--- config.mk ---
export PLATFORM = sky130hd
export DESIGN_NAME = ram_dma
export DESIGN_NICKNAME = d
export VERILOG_FILES = /design/src/rtl/ram_dma_pkg.sv /design/src/rtl/ram_dma.sv
export SDC_FILE = /design/constraint.sdc
export NUM_CORES = 1
export LEC_CHECK = 0
export BUFFER_PORTS_ARGS = -buffer_cell sky130_fd_sc_hd__buf_2
export CAP_MARGIN = 40
export CORE_MARGIN = 1
export CORE_UTILIZATION = 50
export DETAILED_ROUTE_END_ITERATION = 7
export GPL_TIMING_DRIVEN = 0
export PLACE_DENSITY_LB_ADDON = 0.2
export SYNTH_ARGS = -nofsm -noshare
export SYNTH_HDL_FRONTEND = slang
export SYNTH_SLANG_ARGS = --single-unit
--- constraint.sdc ---
create_clock -name clk -period 2.7 [get_ports clk]
set_clock_uncertainty 0.05 [all_clocks]
set_input_delay 0 -clock clk [delete_from_list [all_inputs] [get_ports clk]]
set_output_delay 0 -clock clk [all_outputs]
set_load 0.03 [all_outputs]
--- src/rtl/ram_dma_pkg.sv ---
// Shared types and constants for the RAM block copy/fill engine.
package ram_dma_pkg;

  localparam int unsigned ADDR_W_DFLT = 16;
  localparam int unsigned DATA_W_DFLT = 8;

  // Cycles from driving mem_addr to valid mem_q; the RD->WR pairing assumes 1.
  localparam int unsigned RD_LAT = 1;

  typedef enum logic [1:0] {
    StIdle,
    StRd,
    StWr,
    StFin
  } state_e;

endpackage

--- src/rtl/ram_dma.sv ---
// Block copy/fill engine driving a single-port RAM with one-cycle registered read.
module ram_dma
  import ram_dma_pkg::*;
#(
  parameter int unsigned ADDR_W = ADDR_W_DFLT,
  parameter int unsigned DATA_W = DATA_W_DFLT
) (
  input  logic              clk,
  input  logic              rst,
  input  logic              start,
  input  logic              fill,
  input  logic [ADDR_W-1:0] src,
  input  logic [ADDR_W-1:0] dst,
  input  logic [ADDR_W-1:0] len,
  input  logic [DATA_W-1:0] fill_val,
  output logic              busy,
  output logic              done,
  output logic [ADDR_W-1:0] mem_addr,
  output logic [DATA_W-1:0] mem_data,
  output logic              mem_we,
  input  logic [DATA_W-1:0] mem_q
);

  state_e            state_q, state_d;
  logic [ADDR_W-1:0] src_ptr_q, src_ptr_d;
  logic [ADDR_W-1:0] dst_ptr_q, dst_ptr_d;
  logic [ADDR_W-1:0] cnt_q, cnt_d;
  logic              mode_q, mode_d;
  logic [DATA_W-1:0] val_q, val_d;

  always_comb begin
    state_d   = state_q;
    src_ptr_d = src_ptr_q;
    dst_ptr_d = dst_ptr_q;
    cnt_d     = cnt_q;
    mode_d    = mode_q;
    val_d     = val_q;
    unique case (state_q)
      StIdle: begin
        if (start) begin
          src_ptr_d = src;
          dst_ptr_d = dst;
          cnt_d     = len;
          mode_d    = fill;
          val_d     = fill_val;
          if (len == '0) begin
            state_d = StFin;
          end else if (fill) begin
            state_d = StWr;
          end else begin
            state_d = StRd;
          end
        end
      end
      StRd: begin
        state_d = StWr;
      end
      StWr: begin
        // Pointers wrap modulo 2^ADDR_W; ascending order makes overlapping copies propagate.
        src_ptr_d = src_ptr_q + ADDR_W'(1);
        dst_ptr_d = dst_ptr_q + ADDR_W'(1);
        cnt_d     = cnt_q - ADDR_W'(1);
        if (cnt_q == ADDR_W'(1)) begin
          state_d = StFin;
        end else if (mode_q) begin
          state_d = StWr;
        end else begin
          state_d = StRd;
        end
      end
      StFin: begin
        state_d = StIdle;
      end
      default: begin
        state_d = StIdle;
      end
    endcase
  end

  always_ff @(posedge clk) begin
    if (rst) begin
      state_q   <= StIdle;
      src_ptr_q <= '0;
      dst_ptr_q <= '0;
      cnt_q     <= '0;
      mode_q    <= 1'b0;
      val_q     <= '0;
    end else begin
      state_q   <= state_d;
      src_ptr_q <= src_ptr_d;
      dst_ptr_q <= dst_ptr_d;
      cnt_q     <= cnt_d;
      mode_q    <= mode_d;
      val_q     <= val_d;
    end
  end

  always_comb begin
    busy     = 1'b0;
    done     = 1'b0;
    mem_addr = '0;
    mem_data = '0;
    mem_we   = 1'b0;
    unique case (state_q)
      StRd: begin
        busy     = 1'b1;
        mem_addr = src_ptr_q;
      end
      StWr: begin
        busy     = 1'b1;
        mem_addr = dst_ptr_q;
        mem_we   = 1'b1;
        // Copy data is the byte read during the preceding RD cycle.
        mem_data = mode_q ? val_q : mem_q;
      end
      StFin: begin
        done = 1'b1;
      end
      default: begin
        busy = 1'b0;
      end
    endcase
  end

endmodule
==> metrics, run 1 <==
leakage power 1.96 nW; asr flop ratio synth 0%; GRT Overall Usage 36.1%; number of global-route vias before repair 4684; syn nets 589; Die H 90.4 µm; startpoint of the worst hold path len[0]; Worst-path clk slew 0.08 ns; crit-path max FO 10; crit path cell chain inv_1 -> ha_1 -> buf_2 -> mux2i_2 -> clkbuf_1 -> a21oi_1 -> o32ai_1; post-synth top area share 30.2%; cells after synthesis 513; Overflow after GRT 0; Final setup viols 0; Total Routed Length 14700 µm; total number of vias 4921; Synth cell types 58; crit path launch type register; Bufs and invs on worst path 3; Seq pwr share 31.8%; Int Pwr 0.00225 W; initial antenna violation count 0; register area share after synthesis 30.2%; Placeable Area 7410 µm²; syn_area_per_cell 7.61 µm²; mapped cell area 3900 µm²; total negative slack 0 ns; CTS tree done; crit path kind register to register; main area contributors after synthesis dfxtp_1 30%, a21oi_1 5.1%, a22oi_1 4.8%, nand2_1 4.7%, mux2i_1 4.1%; ys flop type dfxtp_1; CTS Root Cell clkbuf_8; post-DP HPWL 9900 µm; RSZ-0062 raised after global routing no; post-synth top area cell dfxtp_1; Routed Antenna Nets 0; Filler Cell Count 620; Yosys warnings 0; DRC 0; 1st-iter DRT viols 492; sw power 0.00185 W; combinational share of power 46.0%; postcts setup bufs 0; Clock power frac 22.3%; Peak Freq 394 MHz; Worst Setup SP state_q[0]; Antenna diodes 0; reg-to-reg startpoint state_q[0]; worst path required time 2.89 ns; Die Wd 90.4 µm; Synth Register Bits 59; I/O pins 95; First-pass DRT Iterations 6; Worst path slowest cell clkbuf_1; Arr. time, crit path 2.73 ns; Post-synth EDFFs 0; die area 8170 µm²; Pwr Density 795 nW/µm²; H-tree depth 3; Critical Path Sink Type register; Hold WC Path Type primary input to register; count of input and output buffers 93; first-pass GRT wire length 23500 µm; clk sinks 59; clock tree buffer depth 2; Slew @ Worst Pin 0.762 ns; share of layout cells above drive strength 1 20.0%; gpl congestion 0.935; drt via density 6.44; Clk Latency, worst-skew pair 0.35 ns; DR WL/cell 19.3 µm; relative slew slack 49.2%; nets@finish 736; CTS Buf Count 9; Hold Vio Cnt, Final 0; switching fraction of total power 45.1%; maxcap violations 0; CP top delay family buffers and inverters; worst vdd ir 0.420 mV; max incr delay on CP 0.59 ns; status finished clean; Final Cell Area 5150 µm²; synth-to-layout area growth 31.9%; pin count of the biggest net entering global routing 12; period utilization 94.0%; Initial Utilization 52.7%; Cell Area, Placed 4490 µm²; FP Rows 31; fin. max-slew vios 0; crit path time final 2.54 ns
[path summary, 6_finish.rpt]
path                        to  slack [ns]  cells past startpoint
hold reg to reg       val_q[1]        0.41                      2
hold / removal        cnt_q[0]       0.004                      3
setup / recovery  src_ptr_q[7]        0.16                      7
setup reg to reg  src_ptr_q[7]        0.16                      7
[sequential cells by signal, indices dropped and copies added, names as in the netlist]
signal / cells
dst_ptr_q: 16
state_q: 2
src_ptr_q: 16
mode_q: 1
val_q: 8
cnt_q: 16
[power by group through the flow]
stage / clock network [W] / registers [W] / logic [W]
finish: 0.000911 / 0.00130 / 0.00188
CTS: 0.000914 / 0.00129 / 0.00180
global placement: 0 / 0.00129 / 0.00172
floorplan: 0 / 0.00124 / 0.00125
global route: 0.000948 / 0.00132 / 0.00202
detailed placement: 0 / 0.00130 / 0.00175
[per-layer routing]
layer	routed length, µm	track usage, %	vias up
li1	-	-	2236
met1	5920	45.8	2282
met2	6660	58.5	352
met3	1670	7.74	51
met4	473	16.8	0
met5	0	0	-
[layout by cell type, fill, tap and decap left out, types with 3 or more instances in the layout]
cell           count
a211oi_1           6
a21oi_1           40
a221oi_1           4
a22oi_1           25
a311oi_1           5
a31oi_1           10
a32o_1             3
and2_1             4
and3_1             6
buf_1              3
buf_2            101
clkbuf_1          26
clkbuf_2           4
clkbuf_8           9
dfxtp_1           59
dlygate4sd3_1     43
ha_1               8
inv_1             17
mux2i_1           15
nand2_1           49
nand2b_1           4
nand3_1           19
nand4_1            9
nor2_1            33
nor2b_1           23
nor3_1            15
nor4_1            17
o211ai_1           5
o21a_1             4
o21ai_0           22
o22ai_1            8
o2bb2ai_1          4
o311ai_0           6
o32ai_1            7
o41ai_1            4
or3_1              3
or4_1              6
[synth_stat cells (all sizes together), types with 13 or more instances]
cell type   n
mux2i      16
a22oi      25
nor3       15
clkbuf     28
a21oi      40
nor4       19
o21ai      22
nor2b      23
buf        13
inv        17
nand2      49
nor2       33
nand3      21
dfxtp      59
[stage by stage]
stage | utilization, % | std cells | hold WS [ns] | worst slack, ns | total power, W
after floorplan | - | 513 | 0.0860 | 0.629 | 0.00249
after global placement | 60.7 | 705 | 0.191 | 0.116 | 0.00301
after detailed placement | 60.7 | 705 | 0.198 | 0.114 | 0.00305
after CTS | 69.4 | 764 | 0.00432 | 0.0966 | 0.00400
after global routing | 69.5 | 764 | 0.0528 | 0.0781 | 0.00429
final | 69.5 | 764 | 0.00360 | 0.161 | 0.00409
[timing repair]
| item | 4_1_cts | 5_1_grt |
|---|---|---|
| hold endpoints to repair | 45 | 0 |
| gates cloned | 0 | 0 |
| pin swaps | 0 | 0 |
| hold buffers | 43 | 0 |
| setup endpoints to repair | 8 | 18 |
| resized for setup | 1 | 6 |
[cell families after synthesis]
kind of cell | after synthesis | share of synthesized area [%]
buf+inv | 58 | 5.93
fa+ha+maj | 8 | 2.56
flops | 59 | 30.2
simple gates | 206 | 28.3
compound gates | 165 | 28.6
mux | 17 | 4.39
[tightest hold or removal path, cell delays in order]
cell and delay (ns):
buf_2 0.12, a21oi_1 0.14, a221oi_1 0.08
[final cells by class]
class / count / area, µm² / area share (%)
multi-input cells: 396 / 2500 / 48.5
flip-flops and latches: 59 / 1180 / 22.9
repair buffers: 136 / 896 / 17.4
plain buffers: 41 / 173 / 3.35
clock buffers: 10 / 128 / 2.48
well taps: 99 / 124 / 2.40
clock inverters: 6 / 90.1 / 1.75
inverters: 17 / 63.8 / 1.24
No activity file was read; power rests on OpenSTA's default activity.
==> inputs of run 2 (changes only) <==
--- a/config.mk
+++ b/config.mk
@@ -5,11 +5,11 @@
 export SDC_FILE = /design/constraint.sdc
 export NUM_CORES = 1
 export LEC_CHECK = 0
-export BUFFER_PORTS_ARGS = -buffer_cell sky130_fd_sc_hd__buf_2
 export CAP_MARGIN = 40
 export CORE_MARGIN = 1
 export CORE_UTILIZATION = 50
 export DETAILED_ROUTE_END_ITERATION = 7
+export DONT_BUFFER_PORTS = 1
 export GPL_TIMING_DRIVEN = 0
 export PLACE_DENSITY_LB_ADDON = 0.2
 export SYNTH_ARGS = -nofsm -noshare
==> run 2 against run 1 <==
Against the previous run: critical path depth unchanged; power fell by 2.8%; global-route usage about the same; sequential power hardly changed; sequential cell count unchanged; setup slack got worse by 0.12 ns; largest cell class unchanged.
==> metrics, run 2 (synthesis gave the netlist of run 1 again) <==
status finished clean; relative slew slack 45.1% (-4.1 points); Cell Area, Placed 4030 µm² (-10%); Die H 90.4 µm (unchanged); Final setup viols 0 (unchanged); Critical Path Sink Type output port; H-tree depth 3 (unchanged); synth-to-layout area growth 24.8%; initial antenna violation count 0 (unchanged); crit path cell chain inv_1 -> ha_2 -> buf_2 -> inv_1 -> clkbuf_2 -> clkbuf_2 -> nor2_1; Arr. time, crit path 2.61 ns (-0.12 ns); gpl congestion 0.930 (-0.46%); biggest regs cnt_q: 16 flops, dst_ptr_q: 16 flops, src_ptr_q: 16 flops; fin util 65.8% (-3.7 points); Clk Latency, worst-skew pair 0.35 ns (about the same); Non-Filler Instances 684 (-10%); Bufs and invs on worst path 5 (+2); clock tree buffer depth 2 (unchanged); fin. max-slew vios 0 (unchanged); CP endpoint mem_data[6]; FP Rows 31 (unchanged); CTS tree done; crit path kind register to output port; most frequent cells in the layout 59 x dfxtp_1, 56 x dlygate4sd3_1, 49 x nand2_1; Die Wd 90.4 µm (unchanged); Antenna diodes 0 (unchanged); Total Routed Length 14500 µm (-1.4%); max incr delay on CP 0.50 ns (-0.09 ns); drt via density 6.78 (+5.3%); dpl cells 612 (-13%); total number of vias 4638 (-5.8%); nets@finish 656 (-11%); crit path launch type register; first-pass GRT wire length 23100 µm (-1.6%); die area 8170 µm² (unchanged); GRT Overall Usage 36.1% (about the same); DRC 0 (unchanged); share of layout cells above drive strength 1 11.6% (-8.4 points); DR WL/cell 21.2 µm (+10%); Overflow after GRT 0 (unchanged); Routed Antenna Nets 0 (unchanged); FF-to-FF End cnt_q[5]; post-DP HPWL 9580 µm (-3.2%); Placeable Area 7410 µm² (unchanged); Hold WC Path Type primary input to register; crit path time final 2.66 ns (+0.124 ns); maxcap violations 0 (unchanged); leakage power 1.64 nW (-16%); Final Cell Area 4870 µm² (-5.4%); count of input and output buffers 0 (-100%); First-pass DRT Iterations 5 (-1); critical path depth 7 (unchanged); commonest non-fill, non-tap cell in the layout dfxtp_1; Peak Freq 376 MHz (-4.6%); period utilization 98.6% (+4.6 points); 1st-iter DRT viols 618 (+26%); CP top delay family buffers and inverters; Worst-path clk slew 0.07 ns (about the same); clk sinks 59 (unchanged); worst reg2reg path depth 7 (unchanged); RSZ-0062 raised after global routing yes; Pwr Density 816 nW/µm² (+2.7%); pin count of the biggest net entering global routing 11 (-1); CTS Root Cell clkbuf_8; Initial Utilization 52.7% (unchanged); crit-path max FO 10 (unchanged); Final Hold Slack 0.0309 ns (+0.0273 ns); Worst Setup SP state_q[0]; number of global-route vias before repair 4495 (-4.0%); Hold Vio Cnt, Final 0 (unchanged); Slew @ Worst Pin 0.824 ns (+0.0618 ns); Filler Cell Count 653 (+5.3%); worst hold path depth 4 (+1); I/O pins 95 (unchanged); worst vdd ir 0.406 mV (-3.3%); total power 0.00398 W (-2.8%); worst path required time 2.65 ns (-0.24 ns); worst reg2reg setup slack 0.05 ns (-0.11 ns); CTS Buf Count 9 (unchanged); Worst path slowest cell nor2_1; reg-to-reg startpoint state_q[0]
## run 2: cell count changes in the layout (fill, tap and decap cells not counted), moves of 6 or more
cell	before	now
nor2_2	0	6
dlygate4sd3_1	43	56
nor2_1	33	27
buf_2	101	10
nor2b_2	0	12
nor2b_1	23	7
## run 2: metal layers
| metal | GRT usage, % | share of wire (%) |
|---|---|---|
| met1 | 45.9 | 40 |
| met2 | 57.6 | 45 |
| met3 | 9.43 | 12 |
| met4 | 15.9 | 2.8 |
| met5 | 0 | 0 |
## run 2: report_power, final
group	total (W)	internal (W)	switching, W
Combinational	0.00186	0.000661	0.00120
Clock	0.000821	0.000447	0.000374
Sequential	0.00130	0.00106	0.000241
Total	0.00398	0.00216	0.00181
## run 2: worst reg2reg max path, stage by stage, from the launching register on
cell and delay (ns):
dfxtp_1 0.41, inv_1 0.10, ha_2 0.26, buf_2 0.21
mux2i_1 0.57, clkbuf_1 0.57, nor2_1 0.14, a32o_1 0.24
## run 2: how the worst min path moves through the flow
stage,start,end,slack [ns]
floorplan,fill_val[0],val_q[0],0.09
global placement,fill_val[2],val_q[2],0.09
detailed placement,fill_val[6],val_q[6],0.09
CTS,len[7],state_q[0],0.02
global route,len[6],state_q[0],0.05
finish,len[15],state_q[0],0.03
## run 2: what timing repair did
| action | in CTS | in global routing |
|---|---|---|
| gates resized for setup | 26 | 15 |
| buffers inserted | 0 | 0 |
| hold buffers | 56 | 0 |
| setup endpoints to repair | 28 | 53 |
| pin swaps | 0 | 0 |
| hold endpoints to repair | 58 | 0 |
## run 2: cell type report
class / count / area (µm²) / share of cell area, %
clock inverters: 5 / 52.6 / 1.08
plain buffers: 41 / 180 / 3.70
inverters: 17 / 63.8 / 1.31
flip-flops and latches: 59 / 1180 / 24.2
clock buffers: 11 / 141 / 2.90
multi-input cells: 396 / 2570 / 52.7
repair buffers: 56 / 561 / 11.5
well taps: 99 / 124 / 2.54
## run 2: stage by stage
step	worst slack [ns]	setup TNS (ns)
6_report	0.0370	0
5_1_grt	-0.0412	-0.196
4_1_cts	0.00225	0
3_5_place_dp	-0.0437	-0.0810
3_3_place_gp	-0.0332	-0.0332
2_1_floorplan	0.629	0
